$ cat src/rtl/peripheral_responder_pkg.sv
// Shared definitions for the MEM-stage peripheral window: register word indices,
// TCON bit positions and reset constants.
package peripheral_responder_pkg;

  localparam int REG_NUM = 6;

  typedef enum logic [2:0] {
    REG_TH      = 3'd0,
    REG_TL      = 3'd1,
    REG_TCON    = 3'd2,
    REG_LED     = 3'd3,
    REG_DIGI    = 3'd4,
    REG_SYSTICK = 3'd5
  } reg_sel_e;

  localparam int TCON_EN     = 0;
  localparam int TCON_IRQ_EN = 1;
  localparam int TCON_IRQ_ST = 2;

  // Anodes are active-low, so all four off with segments cleared.
  localparam logic [11:0] DIGI_RST = 12'hF00;

  function automatic logic is_reg(input logic [2:0] idx);
    return idx <= 3'(REG_NUM - 1);
  endfunction

endpackage

$ cat src/rtl/peripheral_responder_timer.sv
// Reloadable up-counting timer: TH reload, TL counter, TCON control/status and
// a level interrupt that stays up until software clears the status bit.
module peripheral_responder_timer
  import peripheral_responder_pkg::*;
(
  input  logic        clk,
  input  logic        rst_n,
  input  logic        i_we_th,
  input  logic        i_we_tl,
  input  logic        i_we_tcon,
  input  logic [31:0] i_wdata,
  output logic [31:0] o_th,
  output logic [31:0] o_tl,
  output logic [2:0]  o_tcon,
  output logic        o_irq
);

  logic [31:0] r_th;
  logic [31:0] r_tl;
  logic [2:0]  r_tcon;
  logic        w_overflow;

  assign w_overflow = r_tcon[TCON_EN] && (r_tl == 32'hFFFF_FFFF);

  always_ff @(posedge clk or negedge rst_n) begin
    if (!rst_n) begin
      r_th   <= 32'd0;
      r_tl   <= 32'd0;
      r_tcon <= 3'd0;
    end else begin
      if (i_we_th)
        r_th <= i_wdata;

      // A CPU write to TL wins; the reload samples TH before any same-cycle write.
      if (i_we_tl)
        r_tl <= i_wdata;
      else if (r_tcon[TCON_EN])
        r_tl <= w_overflow ? r_th : r_tl + 32'd1;

      if (i_we_tcon) begin
        r_tcon[TCON_EN]     <= i_wdata[TCON_EN];
        r_tcon[TCON_IRQ_EN] <= i_wdata[TCON_IRQ_EN];
      end

      // Set beats clear so an overflow coinciding with a status clear is not lost.
      if (w_overflow && r_tcon[TCON_IRQ_EN])
        r_tcon[TCON_IRQ_ST] <= 1'b1;
      else if (i_we_tcon)
        r_tcon[TCON_IRQ_ST] <= i_wdata[TCON_IRQ_ST];
    end
  end

  assign o_th   = r_th;
  assign o_tl   = r_tl;
  assign o_tcon = r_tcon;
  assign o_irq  = r_tcon[TCON_IRQ_EN] & r_tcon[TCON_IRQ_ST];

endmodule

$ cat src/rtl/peripheral_responder.sv
// Peripheral slave beside DataMem: window decode, zero-latency read mux, LED,
// raw 7-segment and SysTick registers, plus the timer sub-block.
module peripheral_responder
  import peripheral_responder_pkg::*;
#(
  parameter logic [31:0] BASE_ADDR = 32'h4000_0000,
  parameter int          LED_W     = 8
) (
  input  logic             clk,
  input  logic             reset,
  input  logic [31:0]      Address,
  input  logic [31:0]      Write_data,
  input  logic             MemRead,
  input  logic             MemWrite,
  output logic [31:0]      Mem_data,
  output logic             hit,
  output logic             irq,
  output logic [LED_W-1:0] leds,
  output logic [3:0]       an,
  output logic [7:0]       seg
);

  logic [LED_W-1:0] r_led;
  logic [11:0]      r_digi;
  logic [31:0]      r_systick;

  logic [2:0]  w_idx;
  logic        w_hit;
  logic        w_wr;
  logic [31:0] w_th;
  logic [31:0] w_tl;
  logic [2:0]  w_tcon;
  logic        w_unused;

  // Byte lane bits are meaningless on this word-only bus.
  assign w_unused = ^Address[1:0];

  assign w_idx = Address[4:2];
  assign w_hit = (Address[31:5] == BASE_ADDR[31:5]) && is_reg(w_idx);
  assign w_wr  = w_hit && MemWrite;
  assign hit   = w_hit;

  peripheral_responder_timer u_timer (
    .clk       (clk),
    .rst_n     (reset),
    .i_we_th   (w_wr && (w_idx == REG_TH)),
    .i_we_tl   (w_wr && (w_idx == REG_TL)),
    .i_we_tcon (w_wr && (w_idx == REG_TCON)),
    .i_wdata   (Write_data),
    .o_th      (w_th),
    .o_tl      (w_tl),
    .o_tcon    (w_tcon),
    .o_irq     (irq)
  );

  always_ff @(posedge clk or negedge reset) begin
    if (!reset) begin
      r_led     <= '0;
      r_digi    <= DIGI_RST;
      r_systick <= 32'd0;
    end else begin
      if (w_wr && (w_idx == REG_LED))
        r_led <= Write_data[LED_W-1:0];
      if (w_wr && (w_idx == REG_DIGI))
        r_digi <= Write_data[11:0];
      if (w_wr && (w_idx == REG_SYSTICK))
        r_systick <= Write_data;
      else
        r_systick <= r_systick + 32'd1;
    end
  end

  // Reads see the register state before any write committing on this edge.
  always_comb begin
    Mem_data = 32'd0;
    if (w_hit && MemRead) begin
      case (w_idx)
        REG_TH:      Mem_data = w_th;
        REG_TL:      Mem_data = w_tl;
        REG_TCON:    Mem_data = {29'd0, w_tcon};
        REG_LED:     Mem_data = 32'(r_led);
        REG_DIGI:    Mem_data = {20'd0, r_digi};
        REG_SYSTICK: Mem_data = r_systick;
        default:     Mem_data = 32'd0;
      endcase
    end
  end

  assign leds = r_led;
  assign an   = r_digi[11:8];
  assign seg  = r_digi[7:0];

endmodule
$ cat config.mk
export PLATFORM = sky130hd
export DESIGN_NAME = peripheral_responder
export DESIGN_NICKNAME = d
export VERILOG_FILES = /design/src/rtl/peripheral_responder_pkg.sv /design/src/rtl/peripheral_responder_timer.sv /design/src/rtl/peripheral_responder.sv
export SDC_FILE = /design/constraint.sdc
export NUM_CORES = 1
export LEC_CHECK = 0
export CAP_MARGIN = 0
export CORE_ASPECT_RATIO = 1.75
export CORE_MARGIN = 8
export CORE_UTILIZATION = 54
export DETAILED_ROUTE_END_ITERATION = 10
export PLACE_DENSITY_LB_ADDON = 0.05
export SYNTH_ARGS = -nofsm -noshare
export SYNTH_HDL_FRONTEND = slang
export SYNTH_SLANG_ARGS = --single-unit
$ cat constraint.sdc
create_clock -name clk -period 3.1 [get_ports clk]
set_input_delay 0.62 -clock clk [delete_from_list [all_inputs] [get_ports clk]]
set_output_delay 0.62 -clock clk [all_outputs]
set_load 0.05 [all_outputs]
==> results of run 1 <==
[metal layers]
metal  vias to the layer above  part of all wire [%]
met2                       319                    54
met5                         -                     0
li1                       3072                     -
met4                         0                   5.4
met1                      3357                    35
met3                        98                   6.2
[per-stage QoR]
stage	setup slack [ps]	setup TNS, ps	hold WS (ps)	power (uW)
3_5_place_dp	-232	-5300	496	1830
2_1_floorplan	-116	-2390	324	1660
6_report	45.0	0	238	3880
5_1_grt	0.651	0	292	3990
4_1_cts	22.5	0	257	3890
3_3_place_gp	-186	-4350	490	1820
[cell usage after synthesis (6+ instances only)]
master,count
a211oi_1,6
a21o_1,6
a21oi_1,44
a22oi_1,8
a31oi_1,13
and3_1,18
and4_1,7
buf_2,17
clkbuf_1,22
dfrtp_1,115
inv_1,13
mux2_1,30
mux2_2,32
mux2i_1,32
mux4_2,6
nand2_1,72
nand3_1,31
nand4_1,23
nor2_1,83
nor2b_1,7
nor3_1,7
nor4_1,7
o211ai_1,11
o21ai_0,41
xnor2_1,17
xor2_1,24
[power groups by stage]
| stage | combinational, uW | clock [uW] | sequential [uW] |
|---|---|---|---|
| finish | 239 | 2090 | 1550 |
| CTS | 237 | 2100 | 1550 |
| floorplan | 77.5 | 0 | 1580 |
| detailed placement | 244 | 0 | 1580 |
| global placement | 239 | 0 | 1580 |
| global route | 258 | 2180 | 1550 |
[state kept, by name, summed over array words and instances (netlist names)]
name and count:
u_timer.o_th 32, r_systick 32, r_digi 12, u_timer.o_tl 32, leds 8, u_timer.o_tcon 3
[worst max-delay path, cell delays in order]
cell	delay, ps
clkdlybuf4s50_1	440
nor4_4	140
nand4_1	200
nor2_4	190
nand2_4	60
or2_4	320
buf_8	180
nor2b_4	140
buf_12	140
[final timing paths]
check / cells after the start / slack (ps) / endpoint
max: 9 / 40 / Mem_data[8]
max in group asynchronous: 2 / 2090 / r_digi[9]
min reg2reg: 1 / 510 / u_timer.o_th[8]
min in group clk: 1 / 510 / u_timer.o_th[8]
max reg2reg: 7 / 410 / u_timer.o_tl[18]
min: 1 / 240 / r_systick[28]
[layout make-up]
cell class	instances	area, um2	area share [%]
Timing Repair Buffer	171	2100	20.5
Tap cell	174	218	2.13
Clock buffer	17	425	4.16
Sequential cell	119	2980	29.2
Multi-Input combinational cell	586	4260	41.7
Clock inverter	15	193	1.88
Inverter	13	48.8	0.477
[kinds of logic after synthesis]
kind of cell / share of synthesized area [%]
and+or+nand+nor: 21.3
AOI/OAI and AO/OA: 12.7
DFF: 41.0
muxes: 15.9
buffers and inverters: 3.82
xor gates and xnor gates: 4.94
adders and majority gates: 0.344
[what timing repair did]
action / CTS / global route
setup buffers: 8 / 6
resized for setup: 28 / 11
setup endpoints to repair: 28 / 40
cloned: 2 / 3
pin swaps: 8 / 10
==> out/metrics.csv, run 1 <==
stage;metric;value;unit
global_routing;first-pass GRT wire length;36900;um
placed_design;Cells after DPL;1044;
die;core area;0.0133;mm2
yosys;Post-Syn Area;0.00727;mm2
die;Starting Density;54.6;%
yosys;Synth Warn #;0;
clock_tree;TritonCTS clock tree;done;
clock_tree;clock-pin slew on the worst setup and hold paths;60;ps
yosys;top cell type by total area after synthesis;dfrtp_1;
route;DRT Pass-1 Iters;5;
timing;Least-Margin Pin Slew;689;ps
timing;max_slew headroom;53.7;%
die;full die area;0.0176;mm2
yosys;Post-synth EDFFs;0;
global_routing;initial antenna violation count;0;
clock_tree;Hold-fix buffers, CTS;0;
finish;layout cells sized above 1;23.5;%
worst_setup_path;CP startpoint kind;input port;
route;DR DRC count;0;
yosys;Netlist cell types;66;
route;total number of vias;6846;
clock_tree;clock buffer depth;2;
global_routing;GR peak layer;met2;
yosys;main flop type after synthesis;dfrtp_1;
placed_design;port buffer count;119;
timing;Hold Violations, Final;0;
timing;fin crit period;3060;ps
timing;final setup fails;0;
yosys;Mapped Cells;765;
finish;final cell count without fillers;1095;
finish;Syn-to-layout area delta;40.7;%
placed_design;DP HPWL;16500;um
power_and_ir_drop;Seq pwr share;40.0;%
die;Core Rows;56;
yosys;Synthesized Nets;835;
power_and_ir_drop;Power Internal;2940;uW
power_and_ir_drop;switching pwr;941;uW
global_routing;met1 usage;26.4;%
clock_tree;CTS sink cnt;119;
route;DRT iter0 DRCs;395;
route;WL per Instance;21.3;um
route;via/cell ratio;6.25;
placed_design;RePlAce Congestion;0.926;
worst_setup_path;worst r2r src;u_timer.o_tl[0];
power_and_ir_drop;Comb power frac;6.2;%
timing;Final period util;98.5;%
finish;Final Cell Area;0.0102;mm2
die;Top-Level Pins;122;
power_and_ir_drop;clock power share;53.8;%
worst_setup_path;worst setup path category;input port to output pin;
finish;Net count, final;978;
yosys;top-area cell type share of the netlist area;39.6;%
finish;most frequent cells in the layout;dfrtp_1 (115), nand2_1 (72), nor2_1 (63), clkdlybuf4s50_1 (57), a21oi_1 (44);
route;Routed Antenna Nets;0;
job;Max-Cap Viols;0;
finish;Filler cells;902;
worst_setup_path;Arrival @ worst endpoint;2440;ps
clock_tree;CTS Root Cell;clkbuf_16;
placed_design;Post-DP Area;0.00933;mm2
yosys;sequential fraction of the synthesis area;41.0;%
die;DIE WIDTH;104;um
clock_tree;worst-skew pair later-pin latency;420;ps
run_status;status;finished clean;
finish;post-layout util;76.8;%
clock_tree;total CTS buffers;17;
worst_setup_path;Setup crit end kind;output pin;
global_routing;vias in the first global route;7226;
global_routing;met3 usage;6.05;%
yosys;async set or reset register ratio after synthesis;100;%
die;Die Y;170;um
power_and_ir_drop;power per cell area;379;mW/mm2
worst_setup_path;Setup crit start;Address[28];
timing;RSZ-0062 raised after global routing;no;
route;Final Routed Wirelength;23300;um
yosys;Avg Inst Size Synth;9.50;um2
power_and_ir_drop;sw frac;24.2;%
timing;Final Skew;8.28;ps
power_and_ir_drop;cell leakage power;0.00435;uW
timing;Final Slew Violations;0;
yosys;top cells by area, synth;dfrtp_1 (40%), mux2_2 (5.0%), mux2_1 (4.6%);
clock_tree;H-tree depth;4;
global_routing;overflow left after global routing;0;
global_routing;largest net degree at the start of global routing;53;
global_routing;met2 Track Usage GR;46.9;%
worst_setup_path;Req. time, crit path;2480;ps
hold_path;Hold Path Class;input port to asynchronous set/reset pin;
global_routing;Tot GR Track Use;25.9;%
timing;maximum clock rate;327;MHz
worst_setup_path;crit-path max FO;5;
yosys;Yosys reg bits;119;
finish;commonest non-fill, non-tap cell in the layout;dfrtp_1;
power_and_ir_drop;Worst VDD drop;313;uV
finish;antenna cells;0;
(Power assumes the default switching activity.)
==> inputs of run 2 (changes only) <==
--- a/config.mk
+++ b/config.mk
@@ -6,7 +6,7 @@
 export NUM_CORES = 1
 export LEC_CHECK = 0
 export CAP_MARGIN = 0
-export CORE_ASPECT_RATIO = 1.75
+export CORE_ASPECT_RATIO = 1.1
 export CORE_MARGIN = 8
 export CORE_UTILIZATION = 54
 export DETAILED_ROUTE_END_ITERATION = 10
==> run 2 against run 1 <==
  * The run now ends with negative setup slack left
  * Global-route usage up 0.42 points
  * First-iteration DRC count up 48%
  * Clock skew up 2.2 ps
  * Critical endpoint is now Mem_data[9]
  * Sequential share of layout area up 0.11 points
  * Highest routed layer unchanged
==> out/metrics.csv, run 2 (synthesis results as in run 1) <==
stage;metric;value;unit
finish;layout cells sized above 1;23.4;%
clock_tree;H-tree depth;4;
worst_setup_path;CP top delay family;simple AND/OR/NAND/NOR gates;
placed_design;RePlAce Congestion;0.915;
job;Max-Cap Viols;0;
route;DRT Pass-1 Iters;6;
global_routing;overflow left after global routing;0;
power_and_ir_drop;cell leakage power;0.00436;uW
global_routing;initial antenna violation count;0;
worst_setup_path;worst-path cell chain;clkdlybuf4s50_1 > nor4_1 > nand4_1 > nor2_4 > nand2_4 > or2_4 > buf_8 > nor2b_4 > buf_12;
worst_setup_path;crit-path max cell delay;400;ps
timing;Hold Violations, Final;0;
global_routing;met1 usage;30.2;%
worst_setup_path;Arrival @ worst endpoint;2520;ps
placed_design;port buffer count;119;
clock_tree;Hold-fix buffers, CTS;0;
clock_tree;CTS Root Cell;clkbuf_16;
route;WL per Instance;21.3;um
timing;final setup fails;24;
clock_tree;worst-skew pair later-pin latency;420;ps
hold_path;Hold Path Class;input port to asynchronous set/reset pin;
route;via/cell ratio;6.35;
power_and_ir_drop;Power Internal;3130;uW
power_and_ir_drop;Seq pwr share;38.9;%
global_routing;GR peak layer;met2;
timing;fin crit period;3140;ps
die;full die area;0.0174;mm2
timing;fin worst setup slack;-40.7;ps
power_and_ir_drop;switching pwr;864;uW
die;Die Y;138;um
worst_setup_path;Critical path buffers and inverters;3;
timing;Least-Margin Pin Slew;648;ps
run_status;violated checks;negative setup slack;
finish;Final Cell Area;0.0102;mm2
run_status;status;finished with violations;
global_routing;largest net degree at the start of global routing;65;
finish;commonest non-fill, non-tap cell in the layout;dfrtp_1;
finish;most frequent cells in the layout;dfrtp_1 (115), nand2_1 (72), nor2_1 (60), clkdlybuf4s50_1 (60), a21oi_1 (44);
worst_setup_path;worst setup path category;input port to output pin;
route;Routed Antenna Nets;0;
power_and_ir_drop;Comb power frac;6.2;%
die;Core Rows;44;
timing;max_slew headroom;56.4;%
finish;Syn-to-layout area delta;40.2;%
route;DR DRC count;0;
global_routing;vias in the first global route;6884;
timing;Final Slew Violations;0;
timing;setup_tns;-656;ps
die;core area;0.0132;mm2
worst_setup_path;crit-path max FO;4;
worst_setup_path;Critical-path top delay cell;clkdlybuf4s50_1;
clock_tree;TritonCTS clock tree;done;
power_and_ir_drop;Worst VDD drop;331;uV
clock_tree;total CTS buffers;17;
global_routing;Tot GR Track Use;26.3;%
power_and_ir_drop;clock power share;54.9;%
power_and_ir_drop;sw frac;21.6;%
die;DIE WIDTH;127;um
power_and_ir_drop;power per cell area;392;mW/mm2
route;DRT iter0 DRCs;586;
finish;antenna cells;0;
clock_tree;clock-pin slew on the worst setup and hold paths;60;ps
clock_tree;clock buffer depth;2;
worst_setup_path;Req. time, crit path;2480;ps
global_routing;met3 usage;6.70;%
die;Top-Level Pins;122;
placed_design;Post-DP Area;0.00934;mm2
timing;maximum clock rate;318;MHz
worst_setup_path;CP startpoint kind;input port;
timing;Final Skew;10.5;ps
finish;Net count, final;973;
route;Final Routed Wirelength;22900;um
route;total number of vias;6836;
timing;Final period util;101;%
global_routing;met2 Track Usage GR;45.4;%
global_routing;first-pass GRT wire length;36200;um
clock_tree;CTS sink cnt;119;
placed_design;DP HPWL;15800;um
worst_setup_path;Setup crit end kind;output pin;
die;Starting Density;55.3;%
[run 2: metal layers]
layer | routed length [um] | vias up
li1 | - | 3040
met1 | 8700 | 3388
met2 | 11800 | 343
met3 | 1720 | 65
met4 | 660 | 0
met5 | 0 | -
[run 2: metrics by stage]
| stage | util (%) | instances | power, uW | hold slack (ps) | setup WS [ps] |
|---|---|---|---|---|---|
| after global routing | 77.5 | 1077 | 4100 | 100 | -71.3 |
| after CTS | 76.7 | 1074 | 4010 | 95.0 | -16.0 |
| after floorplan | - | 765 | 1660 | 324 | -116 |
| after detailed placement | 70.9 | 1032 | 1830 | 505 | -145 |
| final | 77.5 | 1077 | 4000 | 91.1 | -40.7 |
| after global placement | 70.9 | 1032 | 1820 | 482 | -101 |
[run 2: power by group through the flow]
stage / Clock (uW) / Combinational [uW] / Sequential, uW
6_report: 2190 / 247 / 1550
5_1_grt: 2280 / 264 / 1550
4_1_cts: 2210 / 245 / 1550
3_5_place_dp: 0 / 247 / 1580
3_3_place_gp: 0 / 243 / 1580
2_1_floorplan: 0 / 77.5 / 1580
[run 2: worst reg2reg max path, cell delays in order (launching register included)]
cell      delay, ps
dfrtp_1         510
ha_1            340
nand3_1         190
nor3_1          560
nand2b_1        150
a211oi_1        230
a21oi_1          70
mux2_2          270
[run 2: path summary, 6_finish.rpt]
path | start | endpoint | slack, ps | cells after the start
max in group asynchronous | reset | r_systick[29] | 2220 | 2
hold / removal | reset | r_systick[22] | 90 | 1
setup / recovery | Address[8] | Mem_data[9] | -40 | 9
hold reg to reg | u_timer.o_th[2] | u_timer.o_th[2] | 520 | 1
setup reg to reg | u_timer.o_tl[0] | u_timer.o_tl[12] | 660 | 7
min in group clk | u_timer.o_th[2] | u_timer.o_th[2] | 520 | 1
[run 2: what timing repair did]
| action | 4_1_cts | 5_1_grt |
|---|---|---|
| endpoints found under the setup margin | 26 | 51 |
| pin swaps | 8 | 12 |
| setup buffers | 9 | 2 |
| gates resized for setup | 20 | 21 |
| cloned | 1 | 1 |
[run 2: final cells by class]
class / instances / area, um2
Clock inverter: 12 / 198
Sequential cell: 119 / 2980
Inverter: 13 / 48.8
Fill cell: 845 / 2970
Multi-Input combinational cell: 586 / 4270
Timing Repair Buffer: 166 / 2040
Clock buffer: 20 / 457
Tap cell: 161 / 201
==> inputs of run 3 (changes only) <==
--- a/config.mk
+++ b/config.mk
@@ -10,6 +10,7 @@
 export CORE_MARGIN = 8
 export CORE_UTILIZATION = 54
 export DETAILED_ROUTE_END_ITERATION = 10
+export MAX_ROUTING_LAYER = met4
 export PLACE_DENSITY_LB_ADDON = 0.05
 export SYNTH_ARGS = -nofsm -noshare
 export SYNTH_HDL_FRONTEND = slang
==> run 3 against run 2 <==
  * The run still ends with negative setup slack left
  * Largest power group unchanged
  * Clock power is essentially flat
  * Highest routed layer unchanged
  * Register-to-register slack gained 30 ps
  * Maximum frequency is essentially flat
  * Largest cell class unchanged
  * Clock skew grew 0.76 ps
  * Sequential power is essentially flat
  * Critical path type unchanged
  * Worst setup slack lost 1.5 ps
  * Utilization is the same
  * Via count shrank 0.57%
  * First-iteration DRC count grew 5.1%
  * Wire length shrank 0.69%
  * Hold slack lost 1.9 ps
==> out/metrics.csv, run 3 (synthesis results as in run 1) <==
stage;metric;value;unit
run_status;status;finished with violations;
run_status;violated checks;negative setup slack;
global_routing;vias in the first global route;6912;
timing;Hold Violations, Final;0;
finish;final cell count without fillers;1077;
clock_tree;H-tree depth;4;
placed_design;Cells after DPL;1032;
finish;Final Cell Area;0.0102;mm2
global_routing;overflow left after global routing;0;
finish;layout cells sized above 1;23.4;%
worst_setup_path;worst-path cell chain;clkdlybuf4s50_1 > nor4_1 > nand4_1 > nor2_4 > nand2_4 > or2_4 > buf_8 > nor2b_4 > buf_12;
power_and_ir_drop;power per cell area;392;mW/mm2
global_routing;Tot GR Track Use;27.0;%
die;Die Y;138;um
route;DR DRC count;0;
finish;antenna cells;0;
route;Final Routed Wirelength;22700;um
clock_tree;CTS sink cnt;119;
route;WL per Instance;21.1;um
placed_design;RePlAce Congestion;0.931;
power_and_ir_drop;Worst VDD drop;335;uV
power_and_ir_drop;Design Power;4000;uW
die;Core Rows;44;
clock_tree;Hold-fix buffers, CTS;0;
route;total number of vias;6797;
route;via/cell ratio;6.31;
die;Starting Density;55.3;%
timing;Final period util;101;%
timing;setup_tns;-704;ps
global_routing;first-pass GRT wire length;36100;um
timing;Final Skew;11.3;ps
worst_setup_path;Setup crit end kind;output pin;
clock_tree;clock-pin slew on the worst setup and hold paths;50;ps
job;Max-Cap Viols;0;
global_routing;largest net degree at the start of global routing;65;
worst_setup_path;Critical path buffers and inverters;3;
finish;Syn-to-layout area delta;40.2;%
timing;max_slew headroom;58.0;%
placed_design;DP HPWL;15800;um
clock_tree;CTS Root Cell;clkbuf_16;
timing;fin worst setup slack;-42.2;ps
worst_setup_path;CP startpoint kind;input port;
route;DRT iter0 DRCs;616;
worst_setup_path;Req. time, crit path;2480;ps
power_and_ir_drop;cell leakage power;0.00436;uW
timing;Least-Margin Pin Slew;625;ps
worst_setup_path;Critical-path top delay cell;clkdlybuf4s50_1;
die;full die area;0.0174;mm2
finish;most frequent cells in the layout;dfrtp_1 (115), nand2_1 (72), nor2_1 (60), clkdlybuf4s50_1 (60), a21oi_1 (44);
route;Routed Antenna Nets;0;
route;DRT Pass-1 Iters;5;
worst_setup_path;crit-path max cell delay;400;ps
die;Top-Level Pins;122;
worst_setup_path;Arrival @ worst endpoint;2520;ps
timing;final setup fails;24;
timing;fin crit period;3140;ps
timing;Final Slew Violations;0;
clock_tree;clock buffer depth;2;
die;DIE WIDTH;127;um
clock_tree;worst-skew pair later-pin latency;430;ps
placed_design;port buffer count;119;
worst_setup_path;worst setup path category;input port to output pin;
clock_tree;total CTS buffers;17;
die;core area;0.0132;mm2
worst_setup_path;CP top delay family;simple AND/OR/NAND/NOR gates;
clock_tree;TritonCTS clock tree;done;
hold_path;Hold Path Class;input port to asynchronous set/reset pin;
placed_design;Post-DP Area;0.00934;mm2
timing;maximum clock rate;318;MHz
worst_setup_path;crit-path max FO;4;
finish;commonest non-fill, non-tap cell in the layout;dfrtp_1;
finish;Net count, final;973;
global_routing;initial antenna violation count;0;
==> run 3: cell counts in the layout (fill, tap and decap cells not counted) <==
No cell type changed its count.
==> run 3: cell type report <==
class | instances | area (um2)
Tap cell | 161 | 201
Clock buffer | 20 | 457
Inverter | 13 | 48.8
Clock inverter | 12 | 198
Multi-Input combinational cell | 586 | 4270
Fill cell | 845 | 2970
Sequential cell | 119 | 2980
Timing Repair Buffer | 166 | 2040
==> run 3: power by group <==
group | total [uW] | switching (uW) | internal [uW]
clock | 2200 | 731 | 1470
combinational | 246 | 136 | 110
sequential | 1550 | 0.0374 | 1550
==> run 3: final timing paths <==
path / endpoint / depth (start not counted) / slack, ps / start
max in group asynchronous: r_systick[29] / 2 / 2220 / reset
max: Mem_data[9] / 9 / -40 / Address[8]
max reg2reg: u_timer.o_tl[30] / 7 / 690 / u_timer.o_tl[0]
min: r_systick[26] / 1 / 90 / reset
min reg2reg: u_timer.o_th[2] / 1 / 520 / u_timer.o_th[2]
min in group clk: u_timer.o_th[2] / 1 / 520 / u_timer.o_th[2]
==> run 3: repair_timing <==
action	CTS	global route
pin swaps	8	12
setup buffers	9	2
cloned	1	1
endpoints found under the setup margin	26	51
gates resized for setup	20	21
==> run 3: layer usage <==
metal / up-vias / wire, um / GRT usage [%] / part of all wire (%)
met5: - / 0 / - / 0
met4: 0 / 705 / 12.9 / 3.1
met3: 66 / 1610 / 5.77 / 7.1
met2: 343 / 11800 / 45.4 / 52
met1: 3353 / 8580 / 30.4 / 38
li1: 3035 / - / - / -
==> run 3: worst register-to-register path, cell delays in order (launching register included) <==
cell and delay, ps:
dfrtp_1 510, ha_1 340, nand2_1 100, nor3_1 290, nand4_1 400, or3_1 470, o21ai_0 90, o21ai_1 100
==> run 3: per-stage QoR <==
stage | util, % | worst slack, ps | hold slack, ps
finish | 77.5 | -42.2 | 89.2
CTS | 76.7 | -16.0 | 95.0
detailed placement | 70.9 | -145 | 505
global placement | 70.9 | -101 | 482
global route | 77.5 | -71.3 | 104
floorplan | - | -116 | 324
